[config.mk]
export PLATFORM = sky130hd
export DESIGN_NAME = reg_file
export DESIGN_NICKNAME = d
export VERILOG_FILES = /design/src/rtl/rv_core_pkg.sv /design/src/rtl/rf_read_port.sv /design/src/rtl/reg_file.sv
export SDC_FILE = /design/constraint.sdc
export NUM_CORES = 1
export LEC_CHECK = 0
export BUFFER_PORTS_ARGS = -buffer_cell sky130_fd_sc_hd__buf_2
export CORE_MARGIN = 4
export CORE_UTILIZATION = 35
export DETAILED_ROUTE_END_ITERATION = 8
export MAX_ROUTING_LAYER = met4
export SLEW_MARGIN = 5
export SYNTH_ARGS = -nofsm -noshare
export SYNTH_HDL_FRONTEND = slang
export SYNTH_SLANG_ARGS = --single-unit
[constraint.sdc]
create_clock -name clk -period 6.2 [get_ports clk]
set_clock_uncertainty 0.1 [all_clocks]
set_input_delay 1.24 -clock clk [delete_from_list [all_inputs] [get_ports clk]]
set_output_delay 1.24 -clock clk [all_outputs]
set_load 0.02 [all_outputs]
[src/rtl/rv_core_pkg.sv]
// -----------------------------------------------------------------------------
// rv_core_pkg
// Shared constants and types for the RV32I core integer register file.
//   XLEN     : data width
//   NREGS    : architectural register count (x0..x31)
//   AW       : register index width
//   REG_ZERO : index of the hardwired-zero register
//   rf_state_t : register-file sequencing states (clear sweep, normal run)
// -----------------------------------------------------------------------------
package rv_core_pkg;

  localparam int XLEN  = 32;
  localparam int NREGS = 32;
  localparam int AW    = 5;

  localparam logic [4:0] REG_ZERO = 5'd0;

  typedef enum logic {
    RF_CLEAR,
    RF_RUN
  } rf_state_t;

endpackage

[src/rtl/rf_read_port.sv]
// -----------------------------------------------------------------------------
// rf_read_port
// Value selection for one register-file read port, in priority order:
// index 0 reads zero, then a same-cycle writeback to the same index is
// forwarded, otherwise the stored word is returned.
// Ports:
//   rs_addr  : source register index for this port
//   wr_en    : accepted writeback strobe this cycle
//   rd_addr  : writeback destination index
//   wr_data  : writeback value
//   mem_data : stored word at rs_addr
//   rs_value : selected value, registered by the parent
// -----------------------------------------------------------------------------
module rf_read_port
  import rv_core_pkg::*;
#(
  parameter int PXLEN = 32,
  parameter int PAW   = 5
) (
  input  logic [PAW-1:0]   rs_addr,
  input  logic             wr_en,
  input  logic [PAW-1:0]   rd_addr,
  input  logic [PXLEN-1:0] wr_data,
  input  logic [PXLEN-1:0] mem_data,
  output logic [PXLEN-1:0] rs_value
);

  always_comb begin
    rs_value = mem_data;
    if (rs_addr == PAW'(REG_ZERO)) begin
      rs_value = '0;
    end else if (wr_en && (rd_addr == rs_addr)) begin
      // rs_addr is non-zero here, so rd_addr is too
      rs_value = wr_data;
    end
  end

endmodule

[src/rtl/reg_file.sv]
// -----------------------------------------------------------------------------
// reg_file
// RV32I architectural integer register file: two registered read ports, one
// writeback port, same-cycle write-to-read bypass, x0 hardwired to zero.
// After reset a sweep zeroes x1..x31 before any access is accepted.
// Ports:
//   clk               : core clock, rising edge
//   rst               : asynchronous active-high reset
//   ready             : clear sweep complete; accesses accepted only when high
//   rd_en             : read request for rs1_addr/rs2_addr
//   rs1_addr/rs2_addr : source indices
//   rs1_data/rs2_data : registered read values
//   rd_valid          : outputs hold the previous cycle's accepted read
//   wr_en/rd_addr/wr_data : writeback port
// -----------------------------------------------------------------------------
module reg_file
  import rv_core_pkg::*;
#(
  parameter int XLEN  = rv_core_pkg::XLEN,
  parameter int NREGS = rv_core_pkg::NREGS,
  parameter int AW    = rv_core_pkg::AW
) (
  input  logic            clk,
  input  logic            rst,
  output logic            ready,
  input  logic            rd_en,
  input  logic [AW-1:0]   rs1_addr,
  input  logic [AW-1:0]   rs2_addr,
  output logic [XLEN-1:0] rs1_data,
  output logic [XLEN-1:0] rs2_data,
  output logic            rd_valid,
  input  logic            wr_en,
  input  logic [AW-1:0]   rd_addr,
  input  logic [XLEN-1:0] wr_data
);

  localparam logic [AW-1:0] LAST_REG = AW'(NREGS - 1);

  // x0 is never stored
  logic [XLEN-1:0] mem [1:NREGS-1];

  rf_state_t     state_reg, state_next;
  logic [AW-1:0] clr_ptr_reg, clr_ptr_next;

  logic clr_we;
  logic wr_accept;
  logic rd_accept;

  logic            mem_we;
  logic [AW-1:0]   mem_waddr;
  logic [XLEN-1:0] mem_wdata;

  logic [AW-1:0]   port_addr  [2];
  logic [XLEN-1:0] port_mem   [2];
  logic [XLEN-1:0] port_value [2];

  logic [XLEN-1:0] rs1_data_reg, rs2_data_reg;
  logic            rd_valid_reg;

  // ---------------- FSM: state register ----------------
  always_ff @(posedge clk or posedge rst) begin
    if (rst) begin
      state_reg   <= RF_CLEAR;
      clr_ptr_reg <= AW'(1);
    end else begin
      state_reg   <= state_next;
      clr_ptr_reg <= clr_ptr_next;
    end
  end

  // ---------------- FSM: next state ----------------
  always_comb begin
    state_next   = state_reg;
    clr_ptr_next = clr_ptr_reg;
    if (state_reg == RF_CLEAR) begin
      clr_ptr_next = clr_ptr_reg + AW'(1);
      if (clr_ptr_reg == LAST_REG) begin
        state_next   = RF_RUN;
        clr_ptr_next = AW'(1);
      end
    end
  end

  // ---------------- FSM: outputs ----------------
  always_comb begin
    ready     = 1'b0;
    clr_we    = 1'b0;
    wr_accept = 1'b0;
    rd_accept = 1'b0;
    if (state_reg == RF_CLEAR) begin
      clr_we = 1'b1;
    end else begin
      ready     = 1'b1;
      wr_accept = wr_en && (rd_addr != AW'(REG_ZERO));
      rd_accept = rd_en;
    end
  end

  // Single write port shared by the sweep and writeback
  always_comb begin
    mem_we    = clr_we | wr_accept;
    mem_waddr = clr_we ? clr_ptr_reg : rd_addr;
    mem_wdata = clr_we ? '0 : wr_data;
  end

  always_ff @(posedge clk) begin
    if (mem_we) begin
      mem[mem_waddr] <= mem_wdata;
    end
  end

  // ---------------- read ports ----------------
  assign port_addr[0] = rs1_addr;
  assign port_addr[1] = rs2_addr;

  generate
    for (genvar gi = 0; gi < 2; gi++) begin : g_rd_port
      // Index 0 is outside the storage range; the port forces it to zero anyway
      assign port_mem[gi] = (port_addr[gi] == AW'(REG_ZERO)) ? '0 : mem[port_addr[gi]];

      rf_read_port #(
        .PXLEN(XLEN),
        .PAW  (AW)
      ) u_port (
        .rs_addr (port_addr[gi]),
        .wr_en   (wr_accept),
        .rd_addr (rd_addr),
        .wr_data (wr_data),
        .mem_data(port_mem[gi]),
        .rs_value(port_value[gi])
      );
    end
  endgenerate

  // ---------------- output registers ----------------
  always_ff @(posedge clk or posedge rst) begin
    if (rst) begin
      rs1_data_reg <= '0;
      rs2_data_reg <= '0;
      rd_valid_reg <= 1'b0;
    end else begin
      rd_valid_reg <= rd_accept;
      if (rd_accept) begin
        rs1_data_reg <= port_value[0];
        rs2_data_reg <= port_value[1];
      end
    end
  end

  assign rs1_data = rs1_data_reg;
  assign rs2_data = rs2_data_reg;
  assign rd_valid = rd_valid_reg;

endmodule

; After elaboration in Yosys (flattened, before gate mapping)
; Memories as Yosys holds them, arrays and structs flattened.
; Cells that the tools add are included.
[op_classes]
addsub = 1
n_eq_ne = 3
n_mux = 15
bitwise = 1
reduce_logical = 6
[op_table]
columns = operator, count
row1 = 32-bit 2-to-1 mux, 5
row2 = 5-bit equality test, 2
row3 = 5-bit zero test, 2
row4 = 5-bit 2-to-1 mux, 2
row5 = 1-bit 2-to-1 mux, 8
row6 = "5-bit by 1-bit adder with 5-bit output, second input constant", 1
row7 = "5-bit equality test, second input constant", 1
row8 = 5-bit nonzero test, 1
row9 = 1-bit logical AND, 3
row10 = 1-bit OR, 1
[totals]
register_bits = 71
mem_bits_rw = 992
input_bits = 51
out_inout_bits = 66
elab_cells = 32
n_memories = 1
[mem_list]
columns = name, words, width, read_ports, rd_ports_with_merged_regs, write_ports, line
row1 = mem, 31, 32, 2, 0, 1, reg_file.sv:40  ; logic [XLEN-1:0] mem [1:NREGS-1];

; Longest topological paths before layout
[depth]
depth_word = 6
mapped_depth = 10
ltp_nobuf = 6

; Cells and area by module
; A second synthesis with hierarchy kept.
[hier_totals]
cells_unflattened = 2999
hier_area_um2 = 49686.4
[by_module_without_submodules]
columns = mod, instances, cells_each, area_each_um2, seq_area_each_um2
row1 = reg_file, 1, 2753, 48395.2, 31566.5
row2 = rf_read_port, 2, 123, 645.6, 0.0

; Worst setup path before layout
; No wires, ideal clock.
[synth_timing]
path_type = input-to-reg
startpoint = in rd_addr[2]
endpoint = mem mem[20][0], enable pin
setup_time_ns = 0.421
t_arrival_ns = 3.317
required_time_ns = 5.679
slack_ns = 2.362
stages = 5
path_buffers = 1
path_cell_list = clkbuf_1 -> or4_1 -> o21ai_2 -> a2bb2oi_1 -> nor2_1
[synth_between]
elab_chain_len = 6
elab_cells_between_ends = 7
cone_classes = mux (4) / bitwise (1) / reduce/logical (2)
[synth_rtl]
columns = element, line
row1 = start: declaration, reg_file.sv:33  ; input logic [AW-1:0] rd_addr,
row2 = 5-bit nonzero test, reg_file.sv:94  ; wr_accept = wr_en && (rd_addr != AW'(REG_ZERO));
row3 = 1-bit logical AND, reg_file.sv:94
row4 = 1-bit 2-to-1 mux, reg_file.sv:90  ; if (state_reg == RF_CLEAR) begin
row5 = 1-bit OR, reg_file.sv:101  ; mem_we = clr_we | wr_accept;
row6 = 1-bit 2-to-1 mux, reg_file.sv:107  ; if (mem_we) begin
row7 = 1-bit 2-to-1 mux (implied by the code), reg_file.sv:108  ; mem[mem_waddr] <= mem_wdata;
row8 = end: declaration, reg_file.sv:40
; Parallel ways exist; a longest one is shown, timed or not.

; Worst setup path after layout
[layout_timing]
startpoint = reg state_reg
endpoint = reg rs1_data_reg[10] (netlist: rs1_data[10])
[layout_between]
elab_chain_len = 4
elab_cells_between_ends = 5
cone_classes = mux (4) / reduce/logical (1)
[layout_rtl]
columns = element, line
row1 = start: declaration, reg_file.sv:42  ; rf_state_t state_reg, state_next;
row2 = start signal: assignment, reg_file.sv:66  ; state_reg <= state_next;
row3 = 1-bit 2-to-1 mux, reg_file.sv:90
row4 = 1-bit logical AND, rf_read_port.sv:32  ; end else if (wr_en && (rd_addr == rs_addr)) begin
row5 = 32-bit 2-to-1 mux, rf_read_port.sv:32
row6 = 32-bit 2-to-1 mux, rf_read_port.sv:30  ; if (rs_addr == PAW'(REG_ZERO)) begin
row7 = end signal: assignment, reg_file.sv:144  ; rs1_data_reg <= port_value[0];
row8 = end: declaration, reg_file.sv:57  ; logic [XLEN-1:0] rs1_data_reg, rs2_data_reg;
; Parallel ways exist; a longest one is shown, timed or not.
; A chain may end at the register's enable or synchronous reset.

==> results.md <==
| Step | Quantity | Value |
|:---|:---|:---|
| clock network | Cell at the root of the clock tree | clkbuf_16 |
| floorplanning | Starting density of the core | 35.3% |
| synth | Sequential area share after synthesis | 64.1% |
| global routing | Maximum number of pins on one net before global-route repair | 110 |
| setup path | CP endpoint | rs1_data[10] |
| power and ir drop | Leakage power of the design | 18.0 nW |
| floorplanning | Standard cell core area | 140000 µm² |
| setup path | Flop2flop setup slack | 1.99 ns |
| timing | Final worst-path cycle share | 68.0% |
| place | Port Buf Inserts | 116 |
| synth | YS warnings | 0 |
| global routing | Overflow after GRT | 0 |
| timing | Setup repair after global routing missed its margin | false |
| synth | Cell types occupying the most area after synthesis | edfxtp_1 60%, mux4_2 19%, dfrtp_1 3.6% |
| floorplanning | Placement Rows | 137 |
| timing | Worst-case setup margin in the final layout | 1.99 ns |
| detailed routing | TritonRoute pass-1 iters | 6 |
| floorplanning | Height of the chip | 383 µm |
| clock network | Inserted Clock Buffers | 110 |
| clock network | Post-cts resize count | 0 |
| synth | Post-synthesis sequential element count | 1063 |
| detailed routing | First DRT Iteration DRCs | 4203 |
| detailed routing | DRC violation count after routing | 0 |
| setup path | Slowest cell delay on critical path | 1.02 ns |
| setup path | Startpoint-to-endpoint class of the critical path | flop to flop |
| detailed routing | Post-detailed-route count of antenna-violating nets | 0 |
| timing | F_max | 237 MHz |
| timing | Final hold violation count | 0 |
| setup path | CP endpoint kind | flop |
| timing | Total Neg Setup Slack | 0 ns |
| clock network | Clock slew at the register clock pins of the worst setup and hold paths | 0.06 ns |
| detailed routing | DR vias | 30.3k |
| synth | Average instance area after synthesis | 18.7 µm² |
| finish | Share of final-layout standard cells stronger than drive strength 1 | 32.9% |
| floorplanning | I/O pin count | 117 |
| status | Result of the run | finished clean |
| setup path | Data arrival, critical path | 4.74 ns |
| clock network | Source-to-sink clock delay at the later pin of the worst-skew pair | 0.72 ns |
| clock network | Max Root-Sink Buffers | 3 |
| synth | Synthesized netlist net count | 2691 |
| global routing | Number of antenna violations at the first check in global routing | 10 |
| setup path | Critical path origin | state_reg |
| synth | Number of different library cells in the post-synthesis netlist | 60 |
| synth | Fraction of synthesized cell area taken by the top area cell type | 60.5% |
| synth | Synth area leader | edfxtp_1 |
| setup path | Largest fanout on the critical path | 38 |
| place | Post-DP HPWL | 100 mm |
| min path | Class of the most critical hold timing path | flop to flop |
| timing | Total setup violations reported at the end of the flow | 0 |
| synth | Cell Area, Synth | 49300 µm² |
| floorplanning | Total Die Area | 147000 µm² |
| synth | Ys flop type | edfxtp_1 |
| detailed routing | Mean number of vias per cell | 6.42 |
| global routing | First-pass GRT wire length | 236 mm |
| global routing | Number of global-route vias before repair | 30.3k |
| finish | Final-stage net count | 2790 |
| clock network | Number of setup buffers added after CTS | 0 |
| place | Final GP Congestion | 0.871 |
| finish | Flip-flop count of the largest register after layout | 992 |
| power and ir drop | Power Density | 292 nW/µm² |
| timing | Period minus WS final | 4.21 ns |
| clock network | # hold bufs at CTS | 0 |
| timing | Actual slew at the worst max-slew pin | 1.25 ns |
| place | Pre-CTS setup slack | 1.52 ns |
| setup path | Reg2reg end | rs1_data[10] |
| power and ir drop | Largest voltage drop on the vdd net | 0.000235 V |
| global routing | Global routing usage summed across all routing layers | 23.2% |
| detailed routing | Average detailed-routed wire length per instance | 35.8 µm |
| detailed routing | Routed wire length | 169 mm |
| setup path | Reg-to-reg startpoint | state_reg |
| synth | Async S/R FF share, synth | 6.68% |
| timing | Final-report max-slew violation count | 0 |
| synth | Gate Count Post-Synth | 2638 |
| synth | Number of synthesized flops with an enable pin | 992 |
| clock network | H-tree Lvls | 3 |
| floorplanning | Die outline width | 383 µm |
| job | Maximum Capacitance Violations | 0 |
| setup path | Critical Path Start Type | flop |
| clock network | Clock tree from TritonCTS | built |
| clock network | # clock sinks | 1063 |
| finish | Area growth from synthesis to layout | 14.0% |
| timing | Slew HR | 14.8% |
| setup path | Critical path data required time | 6.72 ns |
| setup path | Logic depth of the worst register-to-register path | 6 |
| setup path | Max stage delay cell, worst path | a2111oi_0 |
| setup path | Worst path cell trace | nand2_4, a21oi_1, o31ai_4, buf_4, a2111oi_0, a221o_1 |
-- power by group --
part	switching [mW]	internal (mW)	total, mW
combinational	0.906	0.520	1.43
sequential	0.0815	7.93	8.01
clock	2.86	4.11	6.97
total	3.85	12.6	16.4
-- metrics by stage --
| step | area (µm²) | hold slack [ns] | cells | total power, mW | utilization (%) |
|---|---|---|---|---|---|
| after floorplan | 49300 | 0.377 | 2638 | 9.01 | - |
| after global placement | 52300 | 0.404 | 4500 | 9.55 | 37.4 |
| after detailed placement | 52300 | 0.407 | 4501 | 9.57 | 37.4 |
| after CTS | 56100 | 0.421 | 4710 | 16.5 | 40.2 |
| after global routing | 56100 | 0.435 | 4714 | 16.9 | 40.2 |
| final | 56200 | 0.409 | 4715 | 16.4 | 40.2 |
-- placed cells by master, fill, tap and decap left out, types with 11 or more instances in the layout --
master       n
mux2_2      83
clkbuf_8    12
a2111oi_0   31
nor2_4      31
nor2b_1     53
o221ai_1    14
bufinv_16   16
nor2_1      51
nand2_1     29
clkbuf_16  111
and2_1      38
edfxtp_1   992
buf_4       81
o22ai_1     54
buf_12      13
a221o_1     46
a221oi_1    66
o31ai_1     11
o22a_1      13
mux4_2     407
a211oi_1    67
a22oi_1     20
buf_2      110
a211o_1     37
clkinv_2    20
dfrtp_1     69
mux2i_1    159
a21oi_1     12
o21ai_0     23
clkbuf_1    23
-- Yosys cell counts (3+ instances only) --
master	count
a221o_1	46
o221ai_1	14
nand2_1	30
o22ai_1	54
a21oi_1	14
buf_2	60
buf_1	8
xnor2_1	10
mux4_2	407
a2111oi_0	33
nand3_1	11
a32o_1	3
mux2i_1	159
or3_1	5
a22oi_1	20
nor2b_1	56
nor4_1	8
buf_6	13
buf_4	29
and2_1	40
nand3b_1	4
inv_1	6
o22a_1	13
a221oi_1	66
dfrtp_1	70
a31oi_1	6
nor2_1	82
clkbuf_1	111
mux2_2	83
a211o_1	37
o21ai_0	23
edfxtp_1	992
a32oi_1	6
o31ai_1	12
nor3_1	4
a211oi_1	67
and3_1	3
nand2b_1	5
-- critical path, delay by kind of cell (launching register included) --
family / cells / cell delay, ns
AO/OA/AOI/OAI: 4 / 2.03
AND/OR/NAND/NOR: 1 / 0.65
buffers and inverters: 1 / 0.31
flip-flops: 1 / 0.99
-- how the worst min path moves through the flow --
stage | slack [ns] | end | cells after the start | from
after global placement | 0.40 | rs1_data[30] | 1 | rs1_data[30]
after CTS | 0.42 | rs1_data[30] | 1 | rs1_data[30]
after global routing | 0.44 | rs1_data[1] | 1 | rs1_data[1]
final | 0.41 | rs2_data[27] | 1 | rs2_data[27]
after detailed placement | 0.41 | rs1_data[30] | 1 | rs1_data[30]
after floorplan | 0.38 | clr_ptr_reg[3] | 1 | clr_ptr_reg[3]
-- per-layer routing --
| layer | global-route usage (%) | part of all wire [%] | up-vias |
|---|---|---|---|
| met5 | - | 0 | - |
| met4 | 8.55 | 4.1 | 0 |
| met3 | 5.40 | 11 | 395 |
| met2 | 35.6 | 47 | 2094 |
| met1 | 30.4 | 38 | 16200 |
| li1 | - | - | 11600 |
-- kinds of logic (layout without fill, tap and decap cells) --
kind of cell	Yosys count	in the layout	synth area share, %
DFF	1063	1063	64.1
muxes	649	649	23.7
AOI/OAI and AO/OA	427	427	6.88
and+or+nand+nor	258	258	2.72
buffers and inverters	229	425	2.37
xor gates and xnor gates	10	10	0.178
adders and majority gates	2	2	0.0508
other	0	5	0
-- final cells by class --
cell class | instances | area, µm²
Timing Repair Buffer | 210 | 1500
Clock buffer | 146 | 3030
Antenna cell | 5 | 12.5
Sequential cell | 1063 | 31600
Fill cell | 12300 | 83600
Clock inverter | 63 | 802
Tap cell | 1876 | 2350
Inverter | 6 | 25.0
Multi-Input combinational cell | 1346 | 16900
No activity file was read; power rests on OpenSTA's default activity.
